**config.mk**
```make
export PLATFORM = sky130hd
export DESIGN_NAME = counter_mod_flat
export DESIGN_NICKNAME = d
export VERILOG_FILES = /design/src/rtl/counter_mod_if.sv /design/src/rtl/counter_mod.sv /design/src/flat_wrapper.sv
export SDC_FILE = /design/constraint.sdc
export NUM_CORES = 1
export LEC_CHECK = 0
export CAP_MARGIN = 15
export CELL_PAD_IN_SITES_DETAIL_PLACEMENT = 1
export CELL_PAD_IN_SITES_GLOBAL_PLACEMENT = 1
export CORE_UTILIZATION = 38
export CTS_BUF_LIST = sky130_fd_sc_hd__clkbuf_8
export CTS_CLUSTER_DIAMETER = 40
export DETAILED_ROUTE_END_ITERATION = 10
export GPL_TIMING_DRIVEN = 0
export MAX_ROUTING_LAYER = met4
export PLACE_DENSITY_LB_ADDON = 0.1
export SLEW_MARGIN = 20
export SYNTH_ARGS = -nofsm -noshare
export SYNTH_HDL_FRONTEND = slang
export SYNTH_SLANG_ARGS = --single-unit
```
**constraint.sdc**
```tcl
create_clock -name clk -period 2.74 [get_ports clk]
set_input_delay 0.548 -clock clk [delete_from_list [all_inputs] [get_ports clk]]
set_output_delay 0.548 -clock clk [all_outputs]
set_load 0.03 [all_outputs]
```
**src/rtl/counter_mod_if.sv**
```systemverilog
// rtl/counter_mod_if.sv - control and status bundle for counter_mod
interface counter_mod_if #(
    parameter int WIDTH = 8
);
    logic             en;
    logic             up;
    logic             load;
    logic [WIDTH-1:0] d;
    logic             clr;
    logic [WIDTH-1:0] y;
    logic             tc;
    logic             ovf;

    modport master (
        output en, up, load, d, clr,
        input  y, tc, ovf
    );

    modport slave (
        input  en, up, load, d, clr,
        output y, tc, ovf
    );
endinterface

```
**src/rtl/counter_mod.sv**
```systemverilog
// rtl/counter_mod.sv - prescaled up/down range counter with wrap/saturate, tc pulse and sticky ovf
module counter_mod #(
    parameter int WIDTH    = 8,
    parameter int MAX      = 255,
    parameter int PRESCALE = 1,
    parameter int SATURATE = 0
) (
    input  logic          clk,
    input  logic          res,
    counter_mod_if.slave  bus
);
    localparam int               PW    = (PRESCALE > 1) ? $clog2(PRESCALE) : 1;
    localparam logic [WIDTH-1:0] MAXV  = WIDTH'(MAX);
    localparam logic [PW-1:0]    PLAST = PW'(PRESCALE - 1);

    logic [WIDTH-1:0] y_q;
    logic [PW-1:0]    pre_q;
    logic             tc_q;
    logic             ovf_q;

    logic             at_limit;
    logic [WIDTH-1:0] y_step;

    // Limits are checked before the add/subtract so nothing ever leaves WIDTH bits.
    always_comb begin
        y_step   = y_q;
        at_limit = 1'b0;
        if (bus.up) begin
            if (y_q >= MAXV) begin
                at_limit = 1'b1;
                y_step   = (SATURATE != 0) ? MAXV : '0;
            end else begin
                y_step = y_q + WIDTH'(1);
            end
        end else begin
            if (y_q == '0) begin
                at_limit = 1'b1;
                y_step   = (SATURATE != 0) ? '0 : MAXV;
            end else begin
                y_step = y_q - WIDTH'(1);
            end
        end
    end

    always_ff @(posedge clk) begin
        if (!res || bus.clr) begin
            y_q   <= '0;
            pre_q <= '0;
            tc_q  <= 1'b0;
            ovf_q <= 1'b0;
        end else if (bus.load) begin
            y_q   <= (bus.d > MAXV) ? MAXV : bus.d;
            pre_q <= '0;
            tc_q  <= 1'b0;
        end else if (bus.en) begin
            if (pre_q == PLAST) begin
                pre_q <= '0;
                y_q   <= y_step;
                tc_q  <= at_limit;
                if (at_limit) begin
                    ovf_q <= 1'b1;
                end
            end else begin
                pre_q <= pre_q + PW'(1);
                tc_q  <= 1'b0;
            end
        end else begin
            tc_q <= 1'b0;
        end
    end

    assign bus.y   = y_q;
    assign bus.tc  = tc_q;
    assign bus.ovf = ovf_q;
endmodule

```
**src/flat_wrapper.sv**
```systemverilog
// flat-port wrapper written by rule: the top's interface ports become plain ports
module counter_mod_flat 
#(
    parameter int WIDTH    = 8,
    parameter int MAX      = 255,
    parameter int PRESCALE = 1,
    parameter int SATURATE = 0
)
  (clk, res, bus_en, bus_up, bus_load, bus_d, bus_clr, bus_y, bus_tc, bus_ovf);
  counter_mod_if #(.WIDTH(WIDTH)) bus_i ();
  input  logic clk;
  input  logic res;
  input wire logic [$bits(bus_i.en)-1:0] bus_en;
  input wire logic [$bits(bus_i.up)-1:0] bus_up;
  input wire logic [$bits(bus_i.load)-1:0] bus_load;
  input wire logic [$bits(bus_i.d)-1:0] bus_d;
  input wire logic [$bits(bus_i.clr)-1:0] bus_clr;
  output wire logic [$bits(bus_i.y)-1:0] bus_y;
  output wire logic [$bits(bus_i.tc)-1:0] bus_tc;
  output wire logic [$bits(bus_i.ovf)-1:0] bus_ovf;
  assign bus_i.en = bus_en;
  assign bus_i.up = bus_up;
  assign bus_i.load = bus_load;
  assign bus_i.d = bus_d;
  assign bus_i.clr = bus_clr;
  assign bus_y = bus_i.y;
  assign bus_tc = bus_i.tc;
  assign bus_ovf = bus_i.ovf;
  counter_mod #(.WIDTH(WIDTH), .MAX(MAX), .PRESCALE(PRESCALE), .SATURATE(SATURATE)) u_core (.clk(clk), .res(res), .bus(bus_i));
endmodule
```
==> results.sh <==
export IMPL_synth_compound_area_share_pct=29.7
export IMPL_rsz0062_at_grt="no"
export IMPL_die_h_um=49.7
export IMPL_cts_resized=0
export IMPL_post_cts_buffers=0
export IMPL_drt_iter0_markers=28
export IMPL_core_area_um2=2040
export IMPL_reg2reg_from="u_core.bus.y[0]"
export IMPL_diodes=0
export IMPL_postCtsHoldBufs=0
export IMPL_yosysSeqAreaShare_pct=23.2
export IMPL_clk_insertion_delay_late_ns=0.25
export IMPL_dr_pass1_iters=4
export IMPL_worstPathMaxFanout=9
export IMPL_layout_worst_path_cycle_share_pct=76.5
export IMPL_cp_slowest_cell="clkdlybuf4s50_1"
export IMPL_muxShareOfSynthArea_pct=1.16
export IMPL_synth_top_family_by_area="compound AO/OA/AOI/OAI gates"
export IMPL_nNetsFinal=158
export IMPL_min_from="u_core.bus.ovf"
export IMPL_crit_path_max_incr_delay_ns=0.75
export IMPL_synth_edff_count=0
export IMPL_io_buffers=22
export IMPL_grt_overflow=0
export IMPL_cts_buffers=3
export IMPL_startpoint_type="flip-flop"
export IMPL_holdPathStages=2
export IMPL_area_growth_pct=35.7
export IMPL_synth_avg_cell_area_um2=7.58
export IMPL_rrSetupSlack_ns=0.81
export IMPL_grtUsageTotal_pct=28.8
export IMPL_worst_setup_path_type="reg2out"
export IMPL_cp_cell_sequence="clkdlybuf4s50_1"
export IMPL_status="completed"
export IMPL_cts_tree="built"
export IMPL_fillCellCount=256
export IMPL_wl_per_cell_um=18.2
export IMPL_required_ns=2.19
export IMPL_cpLargestDelayFamily="buffers and inverters"
export IMPL_peakVddDrop_mv=0.262
export IMPL_via_per_inst=6.21
export IMPL_start_util_pct=42.3
export IMPL_syn_inst=114
export IMPL_ff2ff_path_depth=7
export IMPL_globalplace_congestion=0.835
export IMPL_p_leak_nw=0.427
export IMPL_async_flop_share_pct=0
export IMPL_yosysWarnings=0
export IMPL_worst_path_buf_inv=1
export IMPL_fin_cells=167
export IMPL_synth_nets=131
export IMPL_ant_nets=0
export IMPL_synth_adder_area_share_pct=4.34
export IMPL_holdPathEnd="u_core.bus.ovf"
export IMPL_skew_ns=0.000662
export IMPL_htree_levels=1
export IMPL_row_count=16
export IMPL_yosys_area_share_simple_pct=26.2
export IMPL_period_minus_slack_ns=2.10
export IMPL_worstReg2RegEnd="u_core.bus.y[6]"
export IMPL_ctsLongestPathBuffers=2
export IMPL_synthXorXnorAreaFrac_pct=7.09
export IMPL_p_per_area_nw_per_um2=433
export IMPL_tns_ns=0
export IMPL_clock_sinks=10
export IMPL_wl_um=3040
export IMPL_drv_cap=0
export IMPL_yosysUniqueCellTypes=38
export IMPL_hold_path_class="reg2reg"
export IMPL_dpl_hpwl_um=2250
export IMPL_antenna_found_initial=0
export IMPL_grt_pass1_vias=1050
export IMPL_drive_gt1_share_pct=8.57
export IMPL_cts_root_buf="clkbuf_8"
export IMPL_remaining_drc_errors=0
export IMPL_crit_path_end_kind="output pin"
export IMPL_cts_reportedPaths_clkPinSlew_ns=0.05
export IMPL_synthesis_area_um2=865
export IMPL_ys_seq_elements=10
export IMPL_hold_viol=0
export IMPL_ios=24
export IMPL_dieArea_um2=2470
export IMPL_vias=1037
export IMPL_maxSlewHeadroom_pct=63.9
export IMPL_drv_slew=0
export IMPL_dp_cells=163
export IMPL_timing_fmax_mhz=477
export IMPL_fp_dieW_um=49.7
export IMPL_worstMarginPinSlew_ns=0.541
export IMPL_grt_pass1_wl_um=5150
export IMPL_grt_max_degree=11
export IMPL_setup_viol=0
export IMPL_cp_data_arrival_time_ns=1.55
export IMPL_synth_ff_type="dfxtp_1"
## power breakdown
group | total [mW] | internal (mW) | leakage, nW | switching [mW]
Clock | 0.199 | 0.127 | 0.0288 | 0.0712
Combinational | 0.147 | 0.0653 | 0.316 | 0.0818
Sequential | 0.162 | 0.152 | 0.0817 | 0.0102
Total | 0.508 | 0.344 | 0.427 | 0.163
## tightest hold or removal path: stages, from the launching register on
cell,delay [ns]
dfxtp_1,0.32
nor2_1,0.11
a21oi_1,0.07
## cells by family (layout without fill, tap and decap cells)
group | count (synthesis) | after routing
muxes | 1 | 1
adders and majority gates | 3 | 3
AOI/OAI and AO/OA | 39 | 39
xor gates and xnor gates | 7 | 7
buffers and inverters | 13 | 39
DFF | 10 | 10
and+or+nand+nor | 41 | 41
## how the worst max path moves through the flow
stage                          from         endpoint  slack [ns]  depth (start not counted)
global route        u_core.bus.y[5]         bus_y[5]        0.59                          1
finish              u_core.bus.y[5]         bus_y[5]        0.64                          1
floorplan           u_core.bus.y[0]  u_core.bus.y[4]        0.97                          7
CTS                 u_core.bus.y[5]         bus_y[5]        0.64                          1
detailed placement           bus_up  u_core.bus.y[5]        0.57                          5
global placement             bus_up  u_core.bus.y[5]        0.56                          5
## Yosys cell counts, types with 2 or more instances
cell        n  area [um^2]
and3_1      2         12.5
inv_1       6         22.5
nor3_1      2         10.0
a21oi_1    12         60.1
clkbuf_1    3         11.3
nor2_1      7         26.3
nand2_1    10         37.5
xor2_1      3         26.3
ha_1        3         37.5
o211ai_1    4         30.0
nor3b_1     2         15.0
or3_1       2         12.5
nand4_1     4         25.0
o21ai_0     8         40.0
a21o_1      2         15.0
xnor2_1     4         35.0
buf_6       3         33.8
nor2b_1     2         12.5
dfxtp_1    10          200
nand3_1     6         30.0
o2111ai_1   2         17.5
## per-stage QoR
step	cell area (um^2)	setup slack [ns]	hold WS (ns)	power, mW	util [%]
3_5_place_dp	1120	0.574	0.539	0.309	54.8
5_1_grt	1170	0.586	0.584	0.529	57.5
4_1_cts	1170	0.644	0.547	0.506	57.5
2_1_floorplan	865	0.973	0.634	0.253	-
6_report	1170	0.644	0.543	0.508	57.5
3_3_place_gp	1120	0.561	0.509	0.302	54.8
## layout by cell type, fill, tap and decap left out, drive strengths merged, types with 2 or more instances in the layout
cell | synthesis | routed
xnor2 | 4 | 4
nand4 | 4 | 4
nor3 | 2 | 2
or3 | 2 | 2
xor2 | 3 | 3
o2111ai | 2 | 2
a21o | 2 | 2
and3 | 3 | 3
a21oi | 12 | 12
nor2b | 2 | 2
o211ai | 4 | 4
nor3b | 2 | 2
inv | 6 | 6
buf | 4 | 4
clkbuf | 3 | 7
nor4 | 2 | 2
clkdlybuf4s50 | 0 | 22
dfxtp | 10 | 10
nand3 | 6 | 6
o21ai | 8 | 8
nand2 | 10 | 10
ha | 3 | 3
nor2 | 7 | 7
## per-layer routing
metal	track usage [%]	wire length, um	vias up
li1	-	-	475
met1	33.1	1310	506
met2	48.9	1520	45
met3	4.94	138	11
met4	11.9	72	0
met5	-	0	-
## registers in the layout, indices dropped and copies added (netlist names)
name / count
u_core.bus.y: 8
u_core.bus.ovf: 1
u_core.bus.tc: 1
## layout make-up
cell class	instances	area, um^2	share of cell area [%]
multi-input combinational	91	592	50.4
timing repair buffer	22	220	18.8
sequential	10	200	17.1
clock buffer	4	55.1	4.69
buffer	7	50.0	4.26
tap	27	33.8	2.88
inverter	6	22.5	1.92
No activity file was read; power rests on OpenSTA's default activity.
